--- src/rtl/dist_filter.sv ---
// dist_filter -- moving-average distance filter with hysteretic proximity flag.
//
// Keeps a circular window of the last DEPTH accepted 8-bit distance samples
// and a running sum. Once the window is full, every accepted sample produces
// a truncated average two cycles later. The near flag is re-evaluated on
// each new average against the near/far thresholds.
//
// Optional build macro: DIST_FILTER_REJECT_EN -- when defined, samples of 0
// (no echo) and 255 (out of range) are dropped without touching any state.
//
// Ports:
//   clk          system clock, rising edge
//   rst          synchronous active-high reset
//   dist_valid   strobe: dist_in carries a new measurement
//   dist_in      raw distance, cm, unsigned
//   thresh_near  near-assert threshold, cm
//   thresh_far   near-release threshold, cm
//   avg_out      filtered distance, cm (held between strobes)
//   avg_valid    strobe: avg_out just updated
//   near         hysteretic proximity flag
//   primed       window holds DEPTH accepted samples
module dist_filter #(
  parameter int DEPTH = 4
) (
  input  logic       clk,
  input  logic       rst,
  input  logic       dist_valid,
  input  logic [7:0] dist_in,
  input  logic [7:0] thresh_near,
  input  logic [7:0] thresh_far,
  output logic [7:0] avg_out,
  output logic       avg_valid,
  output logic       near,
  output logic       primed
);

  localparam int PTR_W = $clog2(DEPTH);
  localparam int SUM_W = 8 + PTR_W;

  localparam logic [0:0] FILL = 1'b0;
  localparam logic [0:0] RUN  = 1'b1;

  logic [0:0]       state;
  logic [7:0]       win [DEPTH];
  logic [PTR_W-1:0] wr_ptr;
  logic [PTR_W-1:0] fill_cnt;
  logic [SUM_W-1:0] sum_p0;
  logic             vld_p0;

  logic             accept;
  logic             last_fill;
  logic [SUM_W-1:0] sum_next;

  // Truncating average: DEPTH is a power of two, so a shift is exact.
  function automatic logic [7:0] avg_trunc(input logic [SUM_W-1:0] s);
    logic [SUM_W-1:0] sh;
    sh = s >> PTR_W;
    return sh[7:0];
  endfunction

  // Hysteresis: the set test is checked first so it wins when the
  // thresholds are inverted.
  function automatic logic near_next(input logic [7:0] a,
                                     input logic [7:0] tn,
                                     input logic [7:0] tf,
                                     input logic       cur);
    if (a < tn)
      return 1'b1;
    else if (a > tf)
      return 1'b0;
    return cur;
  endfunction

  always_comb begin
    accept = dist_valid;
`ifdef DIST_FILTER_REJECT_EN
    if (dist_in == 8'd0 || dist_in == 8'd255)
      accept = 1'b0;
`endif
    last_fill = (state == FILL) && (fill_cnt == PTR_W'(DEPTH - 1));
    // Never negative: the slot being replaced is part of sum_p0.
    sum_next  = sum_p0 - SUM_W'(win[wr_ptr]) + SUM_W'(dist_in);
  end

  always_ff @(posedge clk) begin
    if (rst) begin
      state     <= FILL;
      for (int i = 0; i < DEPTH; i++)
        win[i] <= 8'd0;
      wr_ptr    <= '0;
      fill_cnt  <= '0;
      sum_p0    <= '0;
      vld_p0    <= 1'b0;
      avg_out   <= 8'd0;
      avg_valid <= 1'b0;
      near      <= 1'b0;
      primed    <= 1'b0;
    end else begin
      // p0: window write, running sum, pointer and fill tracking
      if (accept) begin
        win[wr_ptr] <= dist_in;
        sum_p0      <= sum_next;
        wr_ptr      <= wr_ptr + 1'b1;
        if (state == FILL) begin
          fill_cnt <= fill_cnt + 1'b1;
          if (last_fill) begin
            state  <= RUN;
            primed <= 1'b1;
          end
        end
      end
      // The sample that completes the fill already yields an average.
      vld_p0 <= accept && ((state == RUN) || last_fill);

      // p1: average and proximity evaluation on the freshly registered sum
      avg_valid <= vld_p0;
      if (vld_p0) begin
        avg_out <= avg_trunc(sum_p0);
        near    <= near_next(avg_trunc(sum_p0), thresh_near, thresh_far, near);
      end
    end
  end

endmodule

--- config.mk ---
export PLATFORM = sky130hd
export DESIGN_NAME = dist_filter
export DESIGN_NICKNAME = d
export VERILOG_FILES = /design/src/rtl/dist_filter.sv
export SDC_FILE = /design/constraint.sdc
export NUM_CORES = 1
export LEC_CHECK = 0
export CAP_MARGIN = 15
export CELL_PAD_IN_SITES_DETAIL_PLACEMENT = 1
export CELL_PAD_IN_SITES_GLOBAL_PLACEMENT = 2
export CORE_MARGIN = 3
export CORE_UTILIZATION = 37
export CTS_CLUSTER_DIAMETER = 50
export DETAILED_ROUTE_END_ITERATION = 6
export DONT_BUFFER_PORTS = 1
export PLACE_DENSITY_LB_ADDON = 0.05
export SLEW_MARGIN = 20
export SYNTH_ARGS = -nofsm -noshare
export SYNTH_HDL_FRONTEND = slang
export SYNTH_SLANG_ARGS = --single-unit
--- constraint.sdc ---
create_clock -name clk -period 2.95 [get_ports clk]
set_clock_uncertainty 0.2 [all_clocks]
set_input_delay 0.1475 -clock clk [delete_from_list [all_inputs] [get_ports clk]]
set_output_delay 0.1475 -clock clk [all_outputs]
set_load 0.01 [all_outputs]
==> impl_metrics.env, run 1 <==
export IMPL_run_status="finished, violations left"
export IMPL_violations="negative hold slack, negative setup slack"
export IMPL_clock_sinks=61
export IMPL_syn_to_final_growth_pct=23.5
export IMPL_drive_gt1_share_pct=21.6
export IMPL_hp_start="dist_valid"
export IMPL_critical_path_class="flip-flop to flip-flop"
export IMPL_cp_required_ps=2970
export IMPL_place_gp_congestion=0.771
export IMPL_crit_path_end_kind="flip-flop"
export IMPL_grt_setup_unrepaired="true"
export IMPL_ant_nets=0
export IMPL_synth_most_common_cell="inv_1"
export IMPL_whs_endpoint="sum_p0[1]"
export IMPL_drtIter0Drc=83
export IMPL_dpl_cell_count=480
export IMPL_finalCritPeriodShare_pct=106
export IMPL_grt_pass1_vias=2891
export IMPL_cts_buffer_depth=2
export IMPL_insertion_delay_ps=350
export IMPL_ys_types=52
export IMPL_worst_ir_drop_vdd_mv=0.317
export IMPL_grt_pass1_wl_mm=15.0
export IMPL_track_usage_pct=17.6
export IMPL_first_pass_iters=4
export IMPL_arrival_ps=3160
export IMPL_ff2ff_path_depth=10
export IMPL_h_tree_depth=3
export IMPL_hpwl_mm=6.66
export IMPL_yosys_area_top_type="edfxtp_1"
export IMPL_hold_violations=7
export IMPL_overflow=0
export IMPL_core_area_sq_um=9280
export IMPL_worst_setup_path_start_kind="flip-flop"
export IMPL_fin_ws_ps=-191
export IMPL_reg2reg_slack_ps=-190
export IMPL_via_count=2600
export IMPL_hold_path_depth=1
export IMPL_critPathMaxStageDelay_ps=520
export IMPL_syn_area_sq_um=3540
export IMPL_cts_root_buf="clkbuf_8"
export IMPL_setup_viol=5
export IMPL_synth_area_top_cells="edfxtp_1 27%, dfxtp_1 16%, ha_1 9.2%, inv_1 5.4%, mux4_2 5.1%"
export IMPL_power_density_nw_per_um2=832
export IMPL_wirelength_mm=8.88
export IMPL_worstMarginPinSlew_ps=566
export IMPL_regToRegEndpoint="sum_p0[8]"
export IMPL_nets=441
export IMPL_mappedNetlistNets=398
export IMPL_synth_commonest_cells="51 x inv_1, 37 x nor2_1, 32 x edfxtp_1"
export IMPL_holdWs_ps=-295
export IMPL_p_leak_uw=0.00182
export IMPL_cp_slowest_cell="fa_1"
export IMPL_ios=38
export IMPL_path_cells="buf_12, mux4_2, fa_1, inv_2, ha_4, nor2b_4, o31a_1, o41ai_4, mux2i_1, o311ai_1"
export IMPL_yosysSeqAreaShare_pct=43.5
export IMPL_fmax_mhz=318
export IMPL_fin_setup_tns_ps=-596
export IMPL_finalNonFillerCells=514
export IMPL_portBuffers=0
export IMPL_rows=35
export IMPL_die_area_sq_um=10800
export IMPL_slew_violations=0
export IMPL_async_flop_share_pct=0
export IMPL_slew_limit_headroom_pct=62.2
export IMPL_critPathMaxFanout=8
export IMPL_drv_cap=0
export IMPL_syn_inst=337
export IMPL_grt_max_degree=35
export IMPL_yosysWarnings=0
export IMPL_start_util_pct=38.2
export IMPL_die_x_um=104
export IMPL_drc=0
export IMPL_viasPerCell=5.06
export IMPL_cts_buffers=9
export IMPL_postCtsHoldBufs=17
export IMPL_synth_edf_count=32
export IMPL_min_path_type="input pin to flip-flop"
export IMPL_synthFlopType="edfxtp_1"
export IMPL_routedWlPerCell_um=17.3
export IMPL_antenna_cells=0
export IMPL_fin_crit_ps=3140
export IMPL_antenna_found_initial=0
export IMPL_yosysTopAreaCellShare_pct=27.1
export IMPL_fp_dieH_um=104
export IMPL_ys_seq_elements=61
export IMPL_cts_tree="done"
export IMPL_clkTransAtPathRegs_ps=70
export IMPL_avgSynthCellArea_sq_um=10.5
[through the flow]
step           power, uW  instance area, sq um  util (%)  setup slack (ps)  hold slack, ps
4_1_cts             3630                  4330      46.6              -200            -315
3_5_place_dp        2710                  3890      41.9              -302            21.4
5_1_grt             3940                  4370      47.1              -297            -312
2_1_floorplan       2140                  3590         -              -102             146
3_3_place_gp        2670                  3890      41.9              -200            21.4
6_report            3640                  4370      47.1              -191            -295
[critical path, delay by kind of cell, from the launching register on]
kind	cells	cell delay [ps]
flip-flops	1	350
AND/OR/NAND/NOR	1	120
AO/OA/AOI/OAI	3	670
adder cells (fa/ha/maj)	2	750
multiplexers	2	740
buffers and inverters	2	180
[power by group]
part	total, uW	switching [uW]	leakage, uW	internal, uW
Combinational	1800	906	0.00115	896
Clock	747	362	0.000102	385
Sequential	1090	96.6	0.000570	991
Total	3640	1360	0.00182	2270
[cells by family after synthesis]
| logic type | after synthesis | share of synthesized area (%) |
|---|---|---|
| compound gates | 46 | 9.36 |
| simple gates | 102 | 15.0 |
| buf+inv | 67 | 7.95 |
| fa+ha+maj | 34 | 13.7 |
| mux | 22 | 9.18 |
| flops | 61 | 43.5 |
| xor+xnor | 5 | 1.24 |
[final cells by class]
class | instances | area, sq um
timing repair buffer | 47 | 430
multi-input combinational | 209 | 1840
clock inverter | 5 | 40.0
fill | 1037 | 4910
tap | 129 | 161
clock buffer | 11 | 163
inverter | 52 | 195
sequential | 61 | 1540
[cells in the final DEF (no fill, tap or decap), types with 4 or more instances in the layout]
cell type      netlist  layout
nand4_1              6       6
inv_1               51      49
edfxtp_1            32      32
nand3_1              5       5
buf_4                3      28
mux2i_1             13      13
xnor2_1              4       4
ha_4                 0       4
o21a_1               6       6
nor2_1              37      36
dfxtp_1             29      28
clkbuf_8             0      10
mux4_2               8       8
ha_1                26      22
and2_1              17      17
a21oi_1             11       9
nor4_1               8       8
fa_1                 8       6
dlygate4sd3_1        0      16
nand2_1              9       9
nor3_1               5       5
o21ai_0              7       6
[registers in the layout (all words and copies together), names as in the netlist, named ones only]
| signal | flops |
|---|---|
| sum_p0 | 10 |
| state | 1 |
| win | 32 |
| primed | 1 |
| fill_cnt | 2 |
| wr_ptr | 2 |
| vld_p0 | 1 |
| avg_out | 8 |
| avg_valid | 1 |
| near | 1 |
[worst max-delay path by stage]
| stage | start | endpoint | cells past startpoint |
|---|---|---|---|
| 2_1_floorplan | flip-flop | sum_p0[8] | 10 |
| 3_3_place_gp | flip-flop | sum_p0[8] | 10 |
| 3_5_place_dp | flip-flop | sum_p0[8] | 10 |
| 4_1_cts | flip-flop | sum_p0[8] | 10 |
| 5_1_grt | flip-flop | sum_p0[8] | 10 |
| 6_report | flip-flop | sum_p0[8] | 10 |
[per-layer routing]
metal	part of all wire, %	GRT usage, %	up-vias
met5	0	0	-
met4	1.2	4.08	0
met3	4.0	4.80	10
met2	49	29.5	37
met1	46	22.8	1294
li1	-	-	1259
[what timing repair did]
| action | in CTS | in global routing |
|---|---|---|
| hold endpoints to repair | 83 | 7 |
| gates resized for setup | 12 | 4 |
| setup endpoints to repair | 6 | 7 |
| setup buffers | 0 | 1 |
| pin swaps | 10 | 8 |
(Power assumes the default switching activity.)
==> run 2: changes to the inputs <==
- PLACE_DENSITY: default -> 0.82
- PLACE_DENSITY_LB_ADDON: 0.05 -> default
==> impl_metrics.env, run 2 (synthesized netlist as in run 1, its figures left out) <==
export IMPL_run_status="finished, violations left"
export IMPL_violations="negative hold slack, negative setup slack"
export IMPL_dpl_worst_slack_ps=-308
export IMPL_fmax_mhz=321
export IMPL_crit_path_end_kind="flip-flop"
export IMPL_p_leak_uw=0.00183
export IMPL_regToRegEndpoint="sum_p0[5]"
export IMPL_insertion_delay_ps=340
export IMPL_setup_viol=5
export IMPL_worst_ir_drop_vdd_mv=0.313
export IMPL_fin_ws_ps=-167
export IMPL_internal_power_uw=2360
export IMPL_hold_path_depth=1
export IMPL_top_regs="win (32), sum_p0 (10), avg_out (8)"
export IMPL_worstMarginPinSlew_ps=521
export IMPL_first_pass_iters=4
export IMPL_fillers=1037
export IMPL_grt_pass1_vias=2960
export IMPL_holdWs_ps=-291
export IMPL_largest_register="win"
export IMPL_placed_area_sq_um=3900
export IMPL_cp_required_ps=2970
export IMPL_routedWlPerCell_um=17.6
export IMPL_critical_path_class="flip-flop to flip-flop"
export IMPL_finalCritPeriodShare_pct=106
export IMPL_fin_crit_ps=3120
export IMPL_overflow=0
export IMPL_drv_cap=0
export IMPL_nets=446
export IMPL_drive_gt1_share_pct=21.3
export IMPL_whs_endpoint="sum_p0[1]"
export IMPL_via_count=2676
export IMPL_fp_dieH_um=104
export IMPL_final_common_cell="inv_1"
export IMPL_slew_violations=0
export IMPL_arrival_ps=3140
export IMPL_ff2ff_path_depth=10
export IMPL_rows=35
export IMPL_die_x_um=104
export IMPL_cts_root_buf="clkbuf_8"
export IMPL_slew_limit_headroom_pct=65.2
export IMPL_worst_setup_path_start_kind="flip-flop"
export IMPL_netSwitchingFraction_pct=36.7
export IMPL_power_density_nw_per_um2=853
export IMPL_fin_setup_tns_ps=-685
export IMPL_largest_register_ffs=32
export IMPL_cts_buffer_depth=2
export IMPL_portBuffers=0
export IMPL_p_comb_share_pct=51.3
export IMPL_critPathMaxFanout=8
export IMPL_place_gp_congestion=0.832
export IMPL_hp_start="dist_valid"
export IMPL_start_util_pct=38.2
export IMPL_core_area_sq_um=9280
export IMPL_hpwl_mm=6.57
export IMPL_hold_violations=7
export IMPL_cts_tree="done"
export IMPL_viasPerCell=5.16
export IMPL_antenna_cells=0
export IMPL_h_tree_depth=3
export IMPL_grt_max_degree=34
export IMPL_mostFrequentLayoutCells="49 x inv_1, 36 x nor2_1, 33 x buf_4, 32 x edfxtp_1, 28 x dfxtp_1"
export IMPL_power_switching_uw=1370
export IMPL_fin_area_sq_um=4370
export IMPL_ant_nets=0
export IMPL_clockPowerShare_pct=19.4
export IMPL_grt_pass1_wl_mm=15.3
export IMPL_track_usage_pct=17.9
export IMPL_wirelength_mm=9.14
export IMPL_clkTransAtPathRegs_ps=70
export IMPL_syn_to_final_growth_pct=23.5
export IMPL_grt_setup_unrepaired="true"
export IMPL_ios=38
export IMPL_seq_power_share_pct=29.3
export IMPL_postCtsHoldBufs=18
export IMPL_reg2reg_slack_ps=-170
export IMPL_die_area_sq_um=10800
export IMPL_antenna_found_initial=0
export IMPL_min_path_type="input pin to flip-flop"
export IMPL_clock_sinks=61
export IMPL_drc=0
export IMPL_drtIter0Drc=66
export IMPL_cts_buffers=9
export IMPL_multiInputGateArea_sq_um=1830
export IMPL_seqCellArea_sq_um=1550
==> run 2: timing repair <==
item	CTS	global route
pin swaps	8	5
buffers inserted	1	2
gates resized for setup	11	5
setup endpoints to repair	6	6
hold endpoints to repair	76	7
gates cloned	0	0
==> run 2: worst max-delay path by stage <==
stage,from,end,slack [ps],cells after the start
2_1_floorplan,flip-flop,sum_p0[8],-100,10
3_3_place_gp,flip-flop,sum_p0[5],-230,9
3_5_place_dp,flip-flop,sum_p0[5],-310,9
4_1_cts,flip-flop,sum_p0[9],-140,10
5_1_grt,flip-flop,sum_p0[5],-280,10
6_report,flip-flop,sum_p0[5],-170,10
==> run 2: worst max-delay path, cell delays in order (launching register included) <==
cell	delay (ps)
dfxtp_4	440
mux4_2	550
fa_2	600
inv_2	60
ha_4	230
a211oi_4	220
buf_4	160
o21bai_4	60
a21oi_2	170
nor3_1	60
a311o_1	280
==> run 2: per-layer routing <==
metal	track usage, %	part of all wire, %	up-vias
met1	21.5	45	1336
met2	31.2	50	58
li1	-	-	1272
met5	0	0	-
met4	5.60	1.1	0
met3	4.92	4.2	10
==> run 2: cell type report <==
type,count,share of cell area (%)
multi-input cells,209,41.8
repair buffers,52,10.5
flip-flops and latches,61,35.3
clock inverters,4,1.12
clock buffers,12,3.09
inverters,52,4.46
well taps,129,3.69
==> run 2: power groups by stage <==
stage	Sequential [uW]	Combinational, uW	Clock (uW)
2_1_floorplan	1070	1070	0
5_1_grt	1110	2120	774
6_report	1090	1910	724
4_1_cts	1100	1820	736
3_3_place_gp	1110	1580	0
3_5_place_dp	1110	1650	0
==> run 2: stage by stage <==
stage	total power, uW	cells	hold slack (ps)	util [%]
after floorplan	2140	337	146	-
final	3730	519	-291	47.1
after global placement	2690	482	20.2	42.0
after detailed placement	2760	482	21.9	42.0
after global routing	4010	519	-295	47.1
after CTS	3650	517	-304	46.7
==> run 3: changes to the inputs <==
- CORE_ASPECT_RATIO: default -> 1.25
==> impl_metrics.env, run 3 (synthesized netlist as in run 1, its figures left out) <==
export IMPL_die_x_um=93.5
export IMPL_overflow=0
export IMPL_rows=39
export IMPL_p_leak_uw=0.00190
export IMPL_first_pass_iters=4
export IMPL_cts_buffer_depth=2
export IMPL_arrival_ps=3180
export IMPL_h_tree_depth=3
export IMPL_postCtsHoldBufs=19
export IMPL_ant_nets=0
export IMPL_fillers=997
export IMPL_multiInputGateArea_sq_um=1860
export IMPL_top_regs="win (32), sum_p0 (10), avg_out (8)"
export IMPL_grt_pass1_wl_mm=15.2
export IMPL_dpl_worst_slack_ps=-394
export IMPL_clock_sinks=61
export IMPL_fin_ws_ps=-215
export IMPL_wirelength_mm=9.44
export IMPL_fin_area_sq_um=4540
export IMPL_cts_buffers=9
export IMPL_core_area_sq_um=9220
export IMPL_setup_viol=5
export IMPL_cts_root_buf="clkbuf_16"
export IMPL_drc=0
export IMPL_final_common_cell="inv_1"
export IMPL_portBuffers=0
export IMPL_worst_setup_path_start_kind="flip-flop"
export IMPL_finalCritPeriodShare_pct=107
export IMPL_die_area_sq_um=10800
export IMPL_place_gp_congestion=0.774
export IMPL_worstMarginPinSlew_ps=445
export IMPL_grt_setup_unrepaired="true"
export IMPL_viasPerCell=5.22
export IMPL_ff2ff_path_depth=13
export IMPL_largest_register_ffs=32
export IMPL_syn_to_final_growth_pct=28.2
export IMPL_drive_gt1_share_pct=22.5
export IMPL_drtIter0Drc=69
export IMPL_antenna_cells=0
export IMPL_ios=38
export IMPL_cts_tree="done"
export IMPL_slew_violations=0
export IMPL_power_density_nw_per_um2=894
export IMPL_hold_path_depth=1
export IMPL_mostFrequentLayoutCells="46 x inv_1, 36 x nor2_1, 32 x edfxtp_1, 29 x buf_4, 28 x dfxtp_1"
export IMPL_track_usage_pct=19.0
export IMPL_violations="negative hold slack, negative setup slack"
export IMPL_cp_required_ps=2960
export IMPL_fp_dieH_um=115
export IMPL_crit_path_end_kind="flip-flop"
export IMPL_grt_max_degree=32
export IMPL_fmax_mhz=316
export IMPL_start_util_pct=38.4
export IMPL_largest_register="win"
export IMPL_hold_violations=7
export IMPL_fin_crit_ps=3170
export IMPL_placed_area_sq_um=3860
export IMPL_worst_ir_drop_vdd_mv=0.406
export IMPL_routedWlPerCell_um=18.4
export IMPL_critPathMaxFanout=6
export IMPL_nets=447
export IMPL_hpwl_mm=6.65
export IMPL_seqCellArea_sq_um=1550
export IMPL_slew_limit_headroom_pct=70.3
export IMPL_grt_pass1_vias=2955
export IMPL_fin_setup_tns_ps=-862
export IMPL_min_path_type="input pin to flip-flop"
export IMPL_run_status="finished, violations left"
export IMPL_clkTransAtPathRegs_ps=50
export IMPL_drv_cap=0
export IMPL_antenna_found_initial=0
export IMPL_insertion_delay_ps=330
export IMPL_via_count=2684
export IMPL_holdWs_ps=-280
export IMPL_critical_path_class="flip-flop to flip-flop"
-- run 3: cell types whose count changed in the layout (fill, tap and decap cells not counted), moves of 2 or more --
cell and change:
inv_2 +3, buf_4 -4, clkbuf_16 +9, buf_6 +4
inv_1 -3, clkbuf_8 -9, clkinv_1 +2
-- run 3: layout make-up --
cell class / instances / area share, %
timing repair buffer: 53 / 10.6
sequential: 61 / 34.0
inverter: 52 / 4.30
tap: 123 / 3.39
clock inverter: 5 / 1.65
clock buffer: 11 / 5.12
multi-input combinational: 209 / 40.9
-- run 3: final timing paths --
check,start,to,slack [ps]
worst max-delay path,flip-flop,sum_p0[8],-220
worst min-delay path,dist_valid,sum_p0[1],-280
worst max register to register,flip-flop,sum_p0[8],-220
worst min register to register,sum_p0[1],sum_p0[1],280
-- run 3: what timing repair did --
| item | 4_1_cts | 5_1_grt |
|---|---|---|
| resized for setup | 20 | 7 |
| pin swaps | 16 | 9 |
| endpoints found under the setup margin | 7 | 7 |
| endpoints found under the hold margin | 68 | 7 |
| setup buffers | 5 | 0 |
-- run 3: report_power, final --
part / leakage, uW / switching [uW] / internal, uW
clock network: 0.000145 / 365 / 733
logic: 0.00118 / 932 / 946
registers: 0.000570 / 92.0 / 993
-- run 3: worst max-delay path, stage by stage (launching register included) --
cell	delay, ps
dfxtp_4	370
buf_12	130
buf_6	90
mux4_2	520
ha_4	290
inv_2	30
ha_2	160
inv_2	50
fa_2	230
nor2b_4	50
o31a_1	270
o41ai_2	300
mux2i_1	250
o311ai_1	110
-- run 3: stage by stage --
step	std cells	utilization, %	hold slack (ps)	total power, uW
5_1_grt	514	49.2	-291	4350
6_report	514	49.2	-280	4060
4_1_cts	514	48.8	-291	4010
2_1_floorplan	337	-	146	2140
3_3_place_gp	474	41.9	25.7	2620
3_5_place_dp	474	41.9	25.1	2710
-- run 3: routing by layer --
| layer | track usage (%) | routed length (um) | up-vias |
|---|---|---|---|
| met5 | 0 | 0 | - |
| met4 | 7.33 | 167 | 0 |
| met3 | 3.99 | 293 | 13 |
| met2 | 36.8 | 5360 | 58 |
| met1 | 19.6 | 3620 | 1339 |
| li1 | - | - | 1274 |
